### src/rtl/shared_adder_arbiter.sv
// Two requesters share one carry-increment adder through a round-robin grant
// and a single-entry result register that sustains one operation per cycle.

module cia_adder #(
  parameter int N = 32
) (
  input  logic [N-1:0] a_i,
  input  logic [N-1:0] b_i,
  input  logic         cin_i,
  output logic [N-1:0] sum_o,
  output logic         cout_o
);
  localparam int H = N / 2;

  logic [H:0]   lo;
  logic [H:0]   hi0;
  logic [H-1:0] hi_inc;

  // Upper half is summed assuming no carry-in, then incremented if the lower half carries.
  assign lo     = {1'b0, a_i[H-1:0]} + {1'b0, b_i[H-1:0]} + {{H{1'b0}}, cin_i};
  assign hi0    = {1'b0, a_i[N-1:H]} + {1'b0, b_i[N-1:H]};
  assign hi_inc = hi0[H-1:0] + {{(H-1){1'b0}}, 1'b1};

  assign sum_o  = {(lo[H] ? hi_inc : hi0[H-1:0]), lo[H-1:0]};
  assign cout_o = hi0[H] | (lo[H] & (&hi0[H-1:0]));
endmodule

// state | meaning
// EMPTY | result register holds nothing to deliver
// FULL  | result register holds an undelivered result
module shared_adder_arbiter #(
  parameter int N = 32
) (
  input  logic         clk,
  input  logic         rst_n,
  input  logic         req0_valid,
  input  logic [N-1:0] req0_in1,
  input  logic [N-1:0] req0_in2,
  input  logic         req0_cin,
  output logic         req0_ready,
  input  logic         req1_valid,
  input  logic [N-1:0] req1_in1,
  input  logic [N-1:0] req1_in2,
  input  logic         req1_cin,
  output logic         req1_ready,
  output logic         res_valid,
  input  logic         res_ready,
  output logic [N-1:0] res_sum,
  output logic         res_cout,
  output logic         res_id
);
  typedef enum logic {EMPTY = 1'b0, FULL = 1'b1} state_e;

  state_e       state_q;
  logic         prio_q;
  logic [N-1:0] res_sum_q;
  logic         res_cout_q;
  logic         res_id_q;

  logic         slot_free;
  logic         gnt0;
  logic         gnt1;
  logic         grant;
  logic [N-1:0] add_a;
  logic [N-1:0] add_b;
  logic         add_cin;
  logic [N-1:0] add_sum;
  logic         add_cout;

  assign slot_free = (state_q == EMPTY) | res_ready;

  // rst_n gates the grant so nothing is accepted while reset is held.
  assign gnt0  = rst_n & slot_free & req0_valid & (~req1_valid | ~prio_q);
  assign gnt1  = rst_n & slot_free & req1_valid & (~req0_valid |  prio_q);
  assign grant = gnt0 | gnt1;

  assign req0_ready = gnt0;
  assign req1_ready = gnt1;

  assign add_a   = gnt1 ? req1_in1 : req0_in1;
  assign add_b   = gnt1 ? req1_in2 : req0_in2;
  assign add_cin = gnt1 ? req1_cin : req0_cin;

  cia_adder #(.N(N)) u_adder (
    .a_i    (add_a),
    .b_i    (add_b),
    .cin_i  (add_cin),
    .sum_o  (add_sum),
    .cout_o (add_cout)
  );

  always_ff @(posedge clk or negedge rst_n) begin
    if (!rst_n) begin
      state_q    <= EMPTY;
      prio_q     <= 1'b0;
      res_sum_q  <= '0;
      res_cout_q <= 1'b0;
      res_id_q   <= 1'b0;
    end else begin
      case (state_q)
        EMPTY: if (grant) state_q <= FULL;
        FULL:  if (res_ready && !grant) state_q <= EMPTY;
        default: state_q <= EMPTY;
      endcase
      if (grant) begin
        res_sum_q  <= add_sum;
        res_cout_q <= add_cout;
        res_id_q   <= gnt1;
        prio_q     <= ~gnt1;
      end
    end
  end

  assign res_valid = (state_q == FULL);
  assign res_sum   = res_sum_q;
  assign res_cout  = res_cout_q;
  assign res_id    = res_id_q;
endmodule

### config.mk
export PLATFORM = sky130hd
export DESIGN_NAME = shared_adder_arbiter
export DESIGN_NICKNAME = d
export VERILOG_FILES = /design/src/rtl/shared_adder_arbiter.sv
export SDC_FILE = /design/constraint.sdc
export NUM_CORES = 1
export LEC_CHECK = 0
export CORE_ASPECT_RATIO = 0.75
export CORE_UTILIZATION = 48
export CTS_BUF_LIST = sky130_fd_sc_hd__clkbuf_8 sky130_fd_sc_hd__clkbuf_16
export DETAILED_ROUTE_END_ITERATION = 8
export PLACE_DENSITY_LB_ADDON = 0.05
export SETUP_SLACK_MARGIN = 0.5
export SLEW_MARGIN = 20
export SYNTH_ARGS = -nofsm -noshare
export SYNTH_HDL_FRONTEND = slang
export SYNTH_HIERARCHICAL = 1
export SYNTH_SLANG_ARGS = --single-unit
### constraint.sdc
create_clock -name clk -period 5.76 [get_ports clk]
set_input_delay 1.152 -clock clk [delete_from_list [all_inputs] [get_ports clk]]
set_output_delay 1.152 -clock clk [all_outputs]
set_load 0.1 [all_outputs]
==> out/qor.yml <==
via_count: 3748
layout-drive-gt1-share_pct: 25.3
synthArstFlopShare_pct: 100
place_ws_ns: 0.129
area_growth_pct: 48.0
drt_iter0_drc: 126
globalplace.congestion: 0.946
powerDensity_nw_per_um2: 404
finalSetupViolCount: 0
worstPathMaxFanout: 7
hold_end: "res_id$_DFFE_PN0P_"
dieWidth_um: 110
grt_pass1_wl_um: 16700
crit_type: "in -> reg"
antenna_cells: 0
utilization_pct: 73.3
ir_drop_v: 0.000749
setup_ws_ns: 0.657
routed_wl_um: 10400
tns_ns: 0
start_kind: "input pin"
ant_nets: 0
synth_area_leader_cell: "dfrtp_1"
routed_via_density: 5.46
syn_inst: 396
clk_latency_ns: 0.28
min-delay-path-class: "reg -> reg"
syn-num-nets: 566
start_util_pct: 49.5
yosysTopAreaCellShare_pct: 21.4
clk_path_buf_depth: 2
grt_max_degree: 39
synth_most_common_cell: "mux2_2"
grt_pass1_vias: 3748
die_area_um2: 9140
io_buffers: 171
antenna_found_initial: 0
synth_top_cells_by_count: "60 x mux2_2, 39 x mux2_4, 36 x dfrtp_1"
synth_area_per_cell_um2: 10.6
rrSetupSlack_ns: 1.62
fp.dieH_um: 83.0
rr_startpoint: "prio_q$_DFFE_PN0P_"
coreArea_um2: 8490
total_power_mw: 2.52
reg2reg_to: "res_sum[31]$_DFFE_PN0P_"
required_ns: 5.92
tritoncts: "done"
synth_area_um2: 4200
finalInstanceArea_um2: 6220
ys.flop_type: "dfrtp_1"
cts_buffers: 5
slew_viol_final: 0
grt_usage_pct: 23.0
dpl.hpwl_um: 8540
min_period_ns: 5.10
nFillCells: 643
clock_sinks: 36
drtPass1Iterations: 4
min_from: "res_id$_DFFE_PN0P_"
p_leak_nw: 2.71
finClkSkew_ns: 0.00524
synth_cell_types: 56
grt_overflow: 0
drv_cap: 0
synth_area_leaders: "dfrtp_1 21%, mux2_2 16%, mux2_4 14%, ha_1 9.5%, xnor2_1 6.3%"
place_area_um2: 6000
cts_max_level: 2
fin_crit_sh_pct: 88.6
nNetsFinal: 748
maxClockFrequency_mhz: 196
clockRootBuffer: "clkbuf_16"
ff2ff_path_depth: 14
max_slew_margin_pct: 32.5
crit_path_end_kind: "flip-flop"
crit_arrival_ns: 5.26
io_pins: 172
finalHoldViolations: 0
floorplan.rows: 29
seq_area_frac_synth_pct: 21.4
path_clk_slew_ns: 0.06
rsz0062_at_grt: "yes"
hold_depth: 1
multi_input_area_um2: 3150
routedWlPerCell_um: 15.1
status: "completed"
drc: 0
worst_pin_slew_ns: 1.01
synth_seq_cells: 36
synth_edf_count: 0
seq_area_um2: 901
yosys_warnings: 6
-- metrics by stage --
step	hold slack [ns]	cells
2_1_floorplan	0.552	396
3_5_place_dp	0.469	676
3_3_place_gp	0.461	676
4_1_cts	0.482	684
5_1_grt	0.517	686
6_report	0.492	686
-- critical path, stage by stage --
cell and delay, ns:
clkdlybuf4s50_1 0.46, nand2b_4 0.16, o2111ai_4 0.20, buf_4 0.20
mux2_2 0.21, inv_1 0.05, fa_1 0.37, inv_1 0.10
fa_2 0.24, a211oi_1 0.10, o21a_1 0.23, or4b_4 0.54
nand3_4 0.14, nand4_4 0.14, or3_4 0.42, nor3_4 0.20
xnor2_1 0.08, mux2_2 0.26
-- final cells by class --
class                      count  share of cell area, %
inverter                      17                   1.03
sequential                    36                   14.5
clock buffer                   5                   2.01
multi-input combinational    333                   50.7
timing repair buffer         185                   29.5
clock inverter                 2                  0.141
tap                          108                   2.17
-- where the power goes --
part	leakage, nW	internal [mW]	switching (mW)	total [mW]
registers	0.420	0.369	0.0747	0.444
logic	2.22	0.591	1.23	1.82
clock network	0.0709	0.155	0.100	0.256
total	2.71	1.12	1.40	2.52
-- registers in the layout (all words and copies together) (netlist names) --
name / count
res_id: 1
res_sum: 32
res_cout: 1
res_valid: 1
prio_q: 1
-- routing by layer --
| metal | vias up | wire length [um] | global-route usage [%] |
|---|---|---|---|
| li1 | 1838 | - | - |
| met1 | 1764 | 4590 | 30.2 |
| met2 | 133 | 4920 | 38.6 |
| met3 | 13 | 745 | 4.63 |
| met4 | 0 | 121 | 5.09 |
| met5 | - | 0 | 0 |
-- cell usage in the layout, fill, tap and decap left out, types with 3 or more instances in the layout --
cell and instances:
clkdlybuf4s50_1 167, a21o_1 12, o21bai_1 6, clkbuf_16 5
nand2_1 15, mux2_4 39, mux2_2 60, nor3_1 3
a21oi_1 22, o21ai_0 16, xor2_1 7, nand3_1 7
nand2b_1 3, xnor2_1 30, a211oi_1 3, a211oi_2 3
and3_1 3, buf_6 3, a31oi_1 3, nand4_1 5
dfrtp_1 36, nor2_1 15, inv_1 16, and2_1 6
ha_1 32, buf_4 11
-- cells by family after synthesis --
kind of cell               count (synthesis)  share of synthesized area [%]
muxes                                    100                           30.2
buffers and inverters                     27                           4.58
adders and majority gates                 35                           11.0
DFF                                       36                           21.4
and+or+nand+nor                           73                           10.2
AOI/OAI and AO/OA                         87                           14.7
xor gates and xnor gates                  38                           7.92
-- timing repair --
item	4_1_cts	5_1_grt
setup endpoints to repair	1	8
buffers inserted	1	1
hold buffers	0	0
pin swaps	1	2
endpoints found under the hold margin	0	0
resized for setup	1	12
-- worst max-delay path by stage --
stage | end | from | cells past startpoint | slack (ns)
floorplan | res_sum[30]$_DFFE_PN0P_ | res_ready | 18 | 1.0
detailed placement | res_sum[31]$_DFFE_PN0P_ | req0_valid | 16 | 0.13
global placement | res_sum[31]$_DFFE_PN0P_ | req0_valid | 16 | 0.26
global route | res_sum[31]$_DFFE_PN0P_ | res_ready | 16 | 0.45
CTS | res_sum[31]$_DFFE_PN0P_ | req0_valid | 18 | 0.50
finish | res_sum[30]$_DFFE_PN0P_ | res_ready | 18 | 0.66
Power figures use the tool's default switching activity.
